File: src/rtl/match_scoreboard_pkg.sv
// Shared encodings, state type and helpers for the match scoreboard.
// Imported by the top and by the history FIFO.
package match_pkg;

  localparam logic [1:0] WHO_NONE   = 2'b00;
  localparam logic [1:0] WHO_LOSER  = 2'b01;
  localparam logic [1:0] WHO_WINNER = 2'b10;

  typedef enum logic [1:0] {
    S_IDLE = 2'b00,
    S_RUN  = 2'b01,
    S_DONE = 2'b10
  } state_e;

  // A history entry is the round index plus one result bit.
  function automatic int unsigned hist_entry_w(input int unsigned idx_w);
    return idx_w + 32'd1;
  endfunction

  function automatic logic who_is_valid(input logic [1:0] who);
    return (who == WHO_LOSER) || (who == WHO_WINNER);
  endfunction

endpackage

File: src/rtl/match_scoreboard_hist_fifo.sv
// Show-ahead history FIFO: head visible whenever non-empty, simultaneous
// push/pop always succeed, a push into a full FIFO without a pop is dropped.
module hist_fifo
  import match_pkg::*;
#(
  parameter int unsigned DEPTH = 8,
  parameter int unsigned WIDTH = 5
) (
  input  logic             clk,
  input  logic             rst,
  input  logic             push_i,
  input  logic [WIDTH-1:0] data_i,
  input  logic             pop_i,
  output logic             valid_o,
  output logic [WIDTH-1:0] data_o,
  output logic             drop_o
);

  localparam int unsigned AW = $clog2(DEPTH);

  logic [WIDTH-1:0] mem_q [DEPTH];
  logic [AW-1:0]    wr_q;
  logic [AW-1:0]    rd_q;
  logic [AW:0]      cnt_q;
  logic [AW:0]      cnt_d;
  logic             empty_s;
  logic             full_s;
  logic             pop_fire_s;
  logic             push_fire_s;

  assign empty_s     = (cnt_q == '0);
  assign full_s      = (cnt_q == (AW+1)'(DEPTH));
  assign pop_fire_s  = pop_i & ~empty_s;
  // A pop frees the slot the same cycle, so a full FIFO still accepts.
  assign push_fire_s = push_i & (~full_s | pop_fire_s);
  assign drop_o      = push_i & ~push_fire_s;
  assign valid_o     = ~empty_s;
  assign data_o      = empty_s ? '0 : mem_q[rd_q];

  // Occupancy next-state.
  always_comb begin
    cnt_d = cnt_q;
    case ({push_fire_s, pop_fire_s})
      2'b10:   cnt_d = cnt_q + (AW+1)'(1);
      2'b01:   cnt_d = cnt_q - (AW+1)'(1);
      default: cnt_d = cnt_q;
    endcase
  end

  // Storage, pointers and occupancy registers.
  always_ff @(posedge clk or negedge rst) begin
    if (!rst) begin
      wr_q  <= '0;
      rd_q  <= '0;
      cnt_q <= '0;
      for (int i = 0; i < int'(DEPTH); i++) begin
        mem_q[i] <= '0;
      end
    end else begin
      if (push_fire_s) begin
        mem_q[wr_q] <= data_i;
        wr_q        <= wr_q + AW'(1);
      end
      if (pop_fire_s) begin
        rd_q <= rd_q + AW'(1);
      end
      cnt_q <= cnt_d;
    end
  end

endmodule

File: src/rtl/match_scoreboard.sv
// Best-of match scoreboard fed by the counter's GAMEOVER/who outputs:
// per-side round counters, match decision and a round-history FIFO.
module match_scoreboard
  import match_pkg::*;
#(
  parameter int unsigned ROUNDS_TO_WIN = 3,
  parameter int unsigned HIST_DEPTH    = 8,
  parameter int unsigned IDX_W         = 4
) (
  input  logic             clk,
  input  logic             rst,
  input  logic             enable_i,
  input  logic             gameover_i,
  input  logic [1:0]       who_i,
  input  logic             clear_i,
  input  logic             hist_rd_i,
  output logic             hist_valid_o,
  output logic [IDX_W:0]   hist_data_o,
  output logic [3:0]       win_rounds_o,
  output logic [3:0]       lose_rounds_o,
  output logic             match_done_o,
  output logic [1:0]       match_who_o,
  output logic             overflow_o,
  output logic             proto_err_o
);

  localparam int unsigned HW  = hist_entry_w(IDX_W);
  localparam logic [3:0]  RTW = 4'(ROUNDS_TO_WIN);

  state_e           state_q, state_d;
  logic             go_q;
  logic [3:0]       win_q, win_d;
  logic [3:0]       lose_q, lose_d;
  logic             done_q, done_d;
  logic [1:0]       mwho_q, mwho_d;
  logic [IDX_W-1:0] idx_q, idx_d;
  logic             ovf_q, ovf_d;
  logic             perr_q, perr_d;
  logic             evt_s;
  logic             push_s;
  logic [HW-1:0]    push_data_s;
  logic             drop_s;

  assign evt_s       = gameover_i & ~go_q;
  assign push_data_s = {idx_q, (who_i == WHO_WINNER)};
  assign ovf_d       = ovf_q | drop_s;

  // Match FSM, round counters, round index and protocol-error flag.
  always_comb begin
    state_d = state_q;
    win_d   = win_q;
    lose_d  = lose_q;
    done_d  = done_q;
    mwho_d  = mwho_q;
    idx_d   = idx_q;
    perr_d  = perr_q;
    push_s  = 1'b0;
    case (state_q)
      S_IDLE: begin
        if (enable_i) begin
          state_d = S_RUN;
        end else begin
          state_d = S_IDLE;
        end
      end
      S_RUN: begin
        // Clear takes priority; a coincident event is dropped entirely.
        if (clear_i) begin
          win_d  = 4'd0;
          lose_d = 4'd0;
        end else if (evt_s && who_is_valid(who_i)) begin
          push_s = 1'b1;
          idx_d  = idx_q + IDX_W'(1);
          if (who_i == WHO_WINNER) begin
            win_d = win_q + 4'd1;
            if (win_d == RTW) begin
              state_d = S_DONE;
              done_d  = 1'b1;
              mwho_d  = WHO_WINNER;
            end else begin
              state_d = S_RUN;
            end
          end else begin
            lose_d = lose_q + 4'd1;
            if (lose_d == RTW) begin
              state_d = S_DONE;
              done_d  = 1'b1;
              mwho_d  = WHO_LOSER;
            end else begin
              state_d = S_RUN;
            end
          end
        end else if (evt_s) begin
          perr_d = 1'b1;
        end else begin
          state_d = S_RUN;
        end
      end
      S_DONE: begin
        if (clear_i) begin
          state_d = S_RUN;
          win_d   = 4'd0;
          lose_d  = 4'd0;
          done_d  = 1'b0;
          mwho_d  = WHO_NONE;
        end else begin
          state_d = S_DONE;
        end
      end
      default: begin
        state_d = S_IDLE;
      end
    endcase
  end

  // State and sticky-flag registers; gameover is sampled in every state.
  always_ff @(posedge clk or negedge rst) begin
    if (!rst) begin
      state_q <= S_IDLE;
      go_q    <= 1'b0;
      win_q   <= 4'd0;
      lose_q  <= 4'd0;
      done_q  <= 1'b0;
      mwho_q  <= WHO_NONE;
      idx_q   <= '0;
      ovf_q   <= 1'b0;
      perr_q  <= 1'b0;
    end else begin
      state_q <= state_d;
      go_q    <= gameover_i;
      win_q   <= win_d;
      lose_q  <= lose_d;
      done_q  <= done_d;
      mwho_q  <= mwho_d;
      idx_q   <= idx_d;
      ovf_q   <= ovf_d;
      perr_q  <= perr_d;
    end
  end

  hist_fifo #(
    .DEPTH (HIST_DEPTH),
    .WIDTH (HW)
  ) u_hist_fifo (
    .clk     (clk),
    .rst     (rst),
    .push_i  (push_s),
    .data_i  (push_data_s),
    .pop_i   (hist_rd_i),
    .valid_o (hist_valid_o),
    .data_o  (hist_data_o),
    .drop_o  (drop_s)
  );

  assign win_rounds_o  = win_q;
  assign lose_rounds_o = lose_q;
  assign match_done_o  = done_q;
  assign match_who_o   = mwho_q;
  assign overflow_o    = ovf_q;
  assign proto_err_o   = perr_q;

endmodule

File: config.mk
export PLATFORM = sky130hd
export DESIGN_NAME = match_scoreboard
export DESIGN_NICKNAME = d
export VERILOG_FILES = /design/src/rtl/match_scoreboard_pkg.sv /design/src/rtl/match_scoreboard_hist_fifo.sv /design/src/rtl/match_scoreboard.sv
export SDC_FILE = /design/constraint.sdc
export NUM_CORES = 1
export LEC_CHECK = 0
export ABC_AREA = 1
export CAP_MARGIN = 20
export CORE_MARGIN = 10
export CORE_UTILIZATION = 50
export CTS_BUF_LIST = sky130_fd_sc_hd__clkbuf_16
export CTS_CLUSTER_SIZE = 24
export DETAILED_ROUTE_END_ITERATION = 12
export PLACE_DENSITY = 0.74
export SYNTH_ARGS = -nofsm -noshare
export SYNTH_HDL_FRONTEND = slang
export SYNTH_SLANG_ARGS = --single-unit
File: constraint.sdc
create_clock -name clk -period 2.1 [get_ports clk]
set_input_delay 0.315 -clock clk [delete_from_list [all_inputs] [get_ports clk]]
set_output_delay 0.315 -clock clk [all_outputs]
set_load 0.02 [all_outputs]
==> impl_metrics.env <==
export IMPL_clock_sinks=70
export IMPL_yosysTopAreaCell="dfrtp_1"
export IMPL_clock_latency_ps=330
export IMPL_die_w_um=104
export IMPL_clockPowerShare_pct=24.1
export IMPL_max_slew_worst_pin_slew_ps=438
export IMPL_finalSetupViolCount=0
export IMPL_power_switching_share_pct=38.7
export IMPL_vias=2908
export IMPL_grt_remaining_overflow=0
export IMPL_dp_hpwl_um=5820
export IMPL_yosysWarnings=0
export IMPL_drc=0
export IMPL_core_um2=6830
export IMPL_drive_gt1_share_pct=17.2
export IMPL_final_cell_mix="nand2_1 (101), dfrtp_1 (69), o21ai_1 (46), nor2_1 (44), inv_1 (33)"
export IMPL_routedWlPerCell_um=14.1
export IMPL_synth_nets=433
export IMPL_ios=27
export IMPL_dieArea_um2=10800
export IMPL_synth_flop_cell="dfrtp_1"
export IMPL_io_buffer_count=26
export IMPL_gp_congestion=0.829
export IMPL_via_per_inst=5.07
export IMPL_required_ps=2320
export IMPL_dr_first_iter_drc_count=180
export IMPL_combPwrFrac_pct=38.9
export IMPL_startpoint_type="primary input"
export IMPL_critPathKind="in2reg"
export IMPL_worstPathMaxFanout=3
export IMPL_rsz0062_at_grt="true"
export IMPL_finalSetupTns_ps=0
export IMPL_hp_class="reg2reg"
export IMPL_grt_antenna_before_repair=0
export IMPL_p_seq_share_pct=37.0
export IMPL_die_y_um=104
export IMPL_timing_hold_ws_ps=466
export IMPL_clk_pin_slew_ps=60
export IMPL_synth_edf_count=0
export IMPL_cts_max_path_buffers=2
export IMPL_status="finished, final reports clean"
export IMPL_fin_crit_sh_pct=94.1
export IMPL_yosysUniqueCellTypes=28
export IMPL_grt_pass1_vias=2987
export IMPL_initial_core_util_pct=51.6
export IMPL_avgSynthCellArea_um2=8.52
export IMPL_relSlewSlack_pct=70.8
export IMPL_powerDensity_nw_per_um2=1360
export IMPL_grt_pass1_wl_um=14100
export IMPL_rows=30
export IMPL_p_int_w=0.00366
export IMPL_synth_cells=414
export IMPL_cts_root_buf="clkbuf_16"
export IMPL_layout_setup_ws_ps=125
export IMPL_dp_slack_ps=-441
export IMPL_cap_violations=0
export IMPL_period_needed_ps=1980
export IMPL_cts_buffers=9
export IMPL_final_area_um2=4390
export IMPL_synth_area_top_cells="dfrtp_1 (50%), nand2_1 (11%), o21ai_1 (6.5%)"
export IMPL_finalHoldViolCount=0
export IMPL_endpoint_kind="flop"
export IMPL_dpl_cell_area_um2=4080
export IMPL_fmax_mhz=506
export IMPL_cts_htree_levels=3
export IMPL_cts_tree="yes"
export IMPL_drtAntennaViolNets=0
export IMPL_finalMaxSlewViolations=0
export IMPL_netlist_area_um2=3530
export IMPL_wl_um=8090
export IMPL_grt_util_all_layers_pct=15.6
export IMPL_final_common_cell="nand2_1"
export IMPL_fin_worst_skew_ps=6.71
export IMPL_p_leak_nw=2.22
export IMPL_ys_seq_area_share_pct=49.6
export IMPL_drt_pass1_iterations=4
export IMPL_area_growth_pct=24.4
export IMPL_grt_max_degree=22
export IMPL_yosysTopAreaCellShare_pct=49.6
export IMPL_ir_drop_mv=0.720
export IMPL_arrival_ps=2200
export IMPL_num_nets_final=492
export IMPL_power_switching_w=0.00231
export IMPL_ys_ff_latch=70
export IMPL_diodes=0
export IMPL_async_flop_share_pct=100
-- routing by layer --
metal	vias up	GRT usage (%)	wire length (um)	share of wire, %
met4	0	6.66	153	1.9
met1	1375	19.5	3770	47
li1	1472	-	-	-
met5	-	0	0	0
met3	13	3.22	280	3.5
met2	48	25.7	3890	48
-- worst max-delay path: stages --
cell	delay, ps
clkdlybuf4s50_1	410
ha_1	300
inv_2	80
nand3_4	70
inv_2	60
nand2_2	50
nand2_2	70
inv_2	60
ha_4	240
a21oi_2	120
nand2_1	80
nand3_1	70
nand2_1	70
nand2_1	60
nand2_1	50
nand2_1	50
inv_1	40
-- stage by stage --
| stage | std cells | utilization [%] | total power (W) |
|---|---|---|---|
| after floorplan | 414 | - | 0.00366 |
| after global placement | 555 | 59.7 | 0.00451 |
| after detailed placement | 555 | 59.7 | 0.00460 |
| after CTS | 572 | 64.2 | 0.00602 |
| after global routing | 574 | 64.2 | 0.00645 |
| final | 574 | 64.2 | 0.00596 |
-- power groups by stage --
stage	clock network (W)	logic [W]	registers, W
6_report	0.00144	0.00232	0.00220
3_5_place_dp	0	0.00240	0.00221
3_3_place_gp	0	0.00232	0.00219
5_1_grt	0.00153	0.00265	0.00227
4_1_cts	0.00147	0.00236	0.00220
2_1_floorplan	0	0.00152	0.00214
-- cell usage after synthesis (all sizes together) (2+ instances only) --
| master | count |
|---|---|
| nand2 | 113 |
| o21ai | 74 |
| dfrtp | 70 |
| nor2 | 51 |
| inv | 39 |
| nand3 | 21 |
| ha | 10 |
| clkbuf | 7 |
| xor2 | 6 |
| a21oi | 5 |
| o211ai | 5 |
| o22ai | 5 |
| nand4 | 2 |
| xnor2 | 2 |
-- final timing paths --
kind	from	endpoint	slack, ps	cells after the start
worst max-delay path	who_i[1]	u_hist_fifo.cnt_q[3]	120	17
worst min-delay path	proto_err_o	proto_err_o	470	1
worst max register to register	u_hist_fifo.cnt_q[0]	u_hist_fifo.cnt_q[3]	260	15
worst min register to register	proto_err_o	proto_err_o	470	1
max in group asynchronous	rst	u_hist_fifo.rd_q[1]	970	3
min in group asynchronous	rst	lose_rounds_o[2]	480	2
-- cells by family after synthesis --
kind of cell             synth area share, %
AND/OR/NAND/NOR                         25.6
AO/OA/AOI/OAI                           13.8
flip-flops                              49.6
buffers and inverters                   4.89
adder cells (fa/ha/maj)                 4.11
XOR/XNOR                                1.99
-- state kept, by name, summed over array words and instances (netlist names), 2 cells and up --
name and cells:
lose_rounds_o 4, idx_q 4, state_q 2, match_who_o 2
u_hist_fifo.rd_q 3, u_hist_fifo.wr_q 3, win_rounds_o 4, u_hist_fifo.cnt_q 4
u_hist_fifo.mem_q 40
-- what timing repair did --
action                     4_1_cts  5_1_grt
resized for setup                9       15
buffers inserted                 0        2
pin swaps                        0        8
setup endpoints to repair        6        9
hold endpoints to repair        14        0
hold buffers                     1        0
-- final cells by class --
type,instances,area (um^2)
fill,586,2440
multi-input combinational,298,1630
clock inverter,7,58.8
timing repair buffer,55,455
clock buffer,9,225
sequential,70,1750
inverter,39,146
tap,96,120
Power figures use the tool's default switching activity.
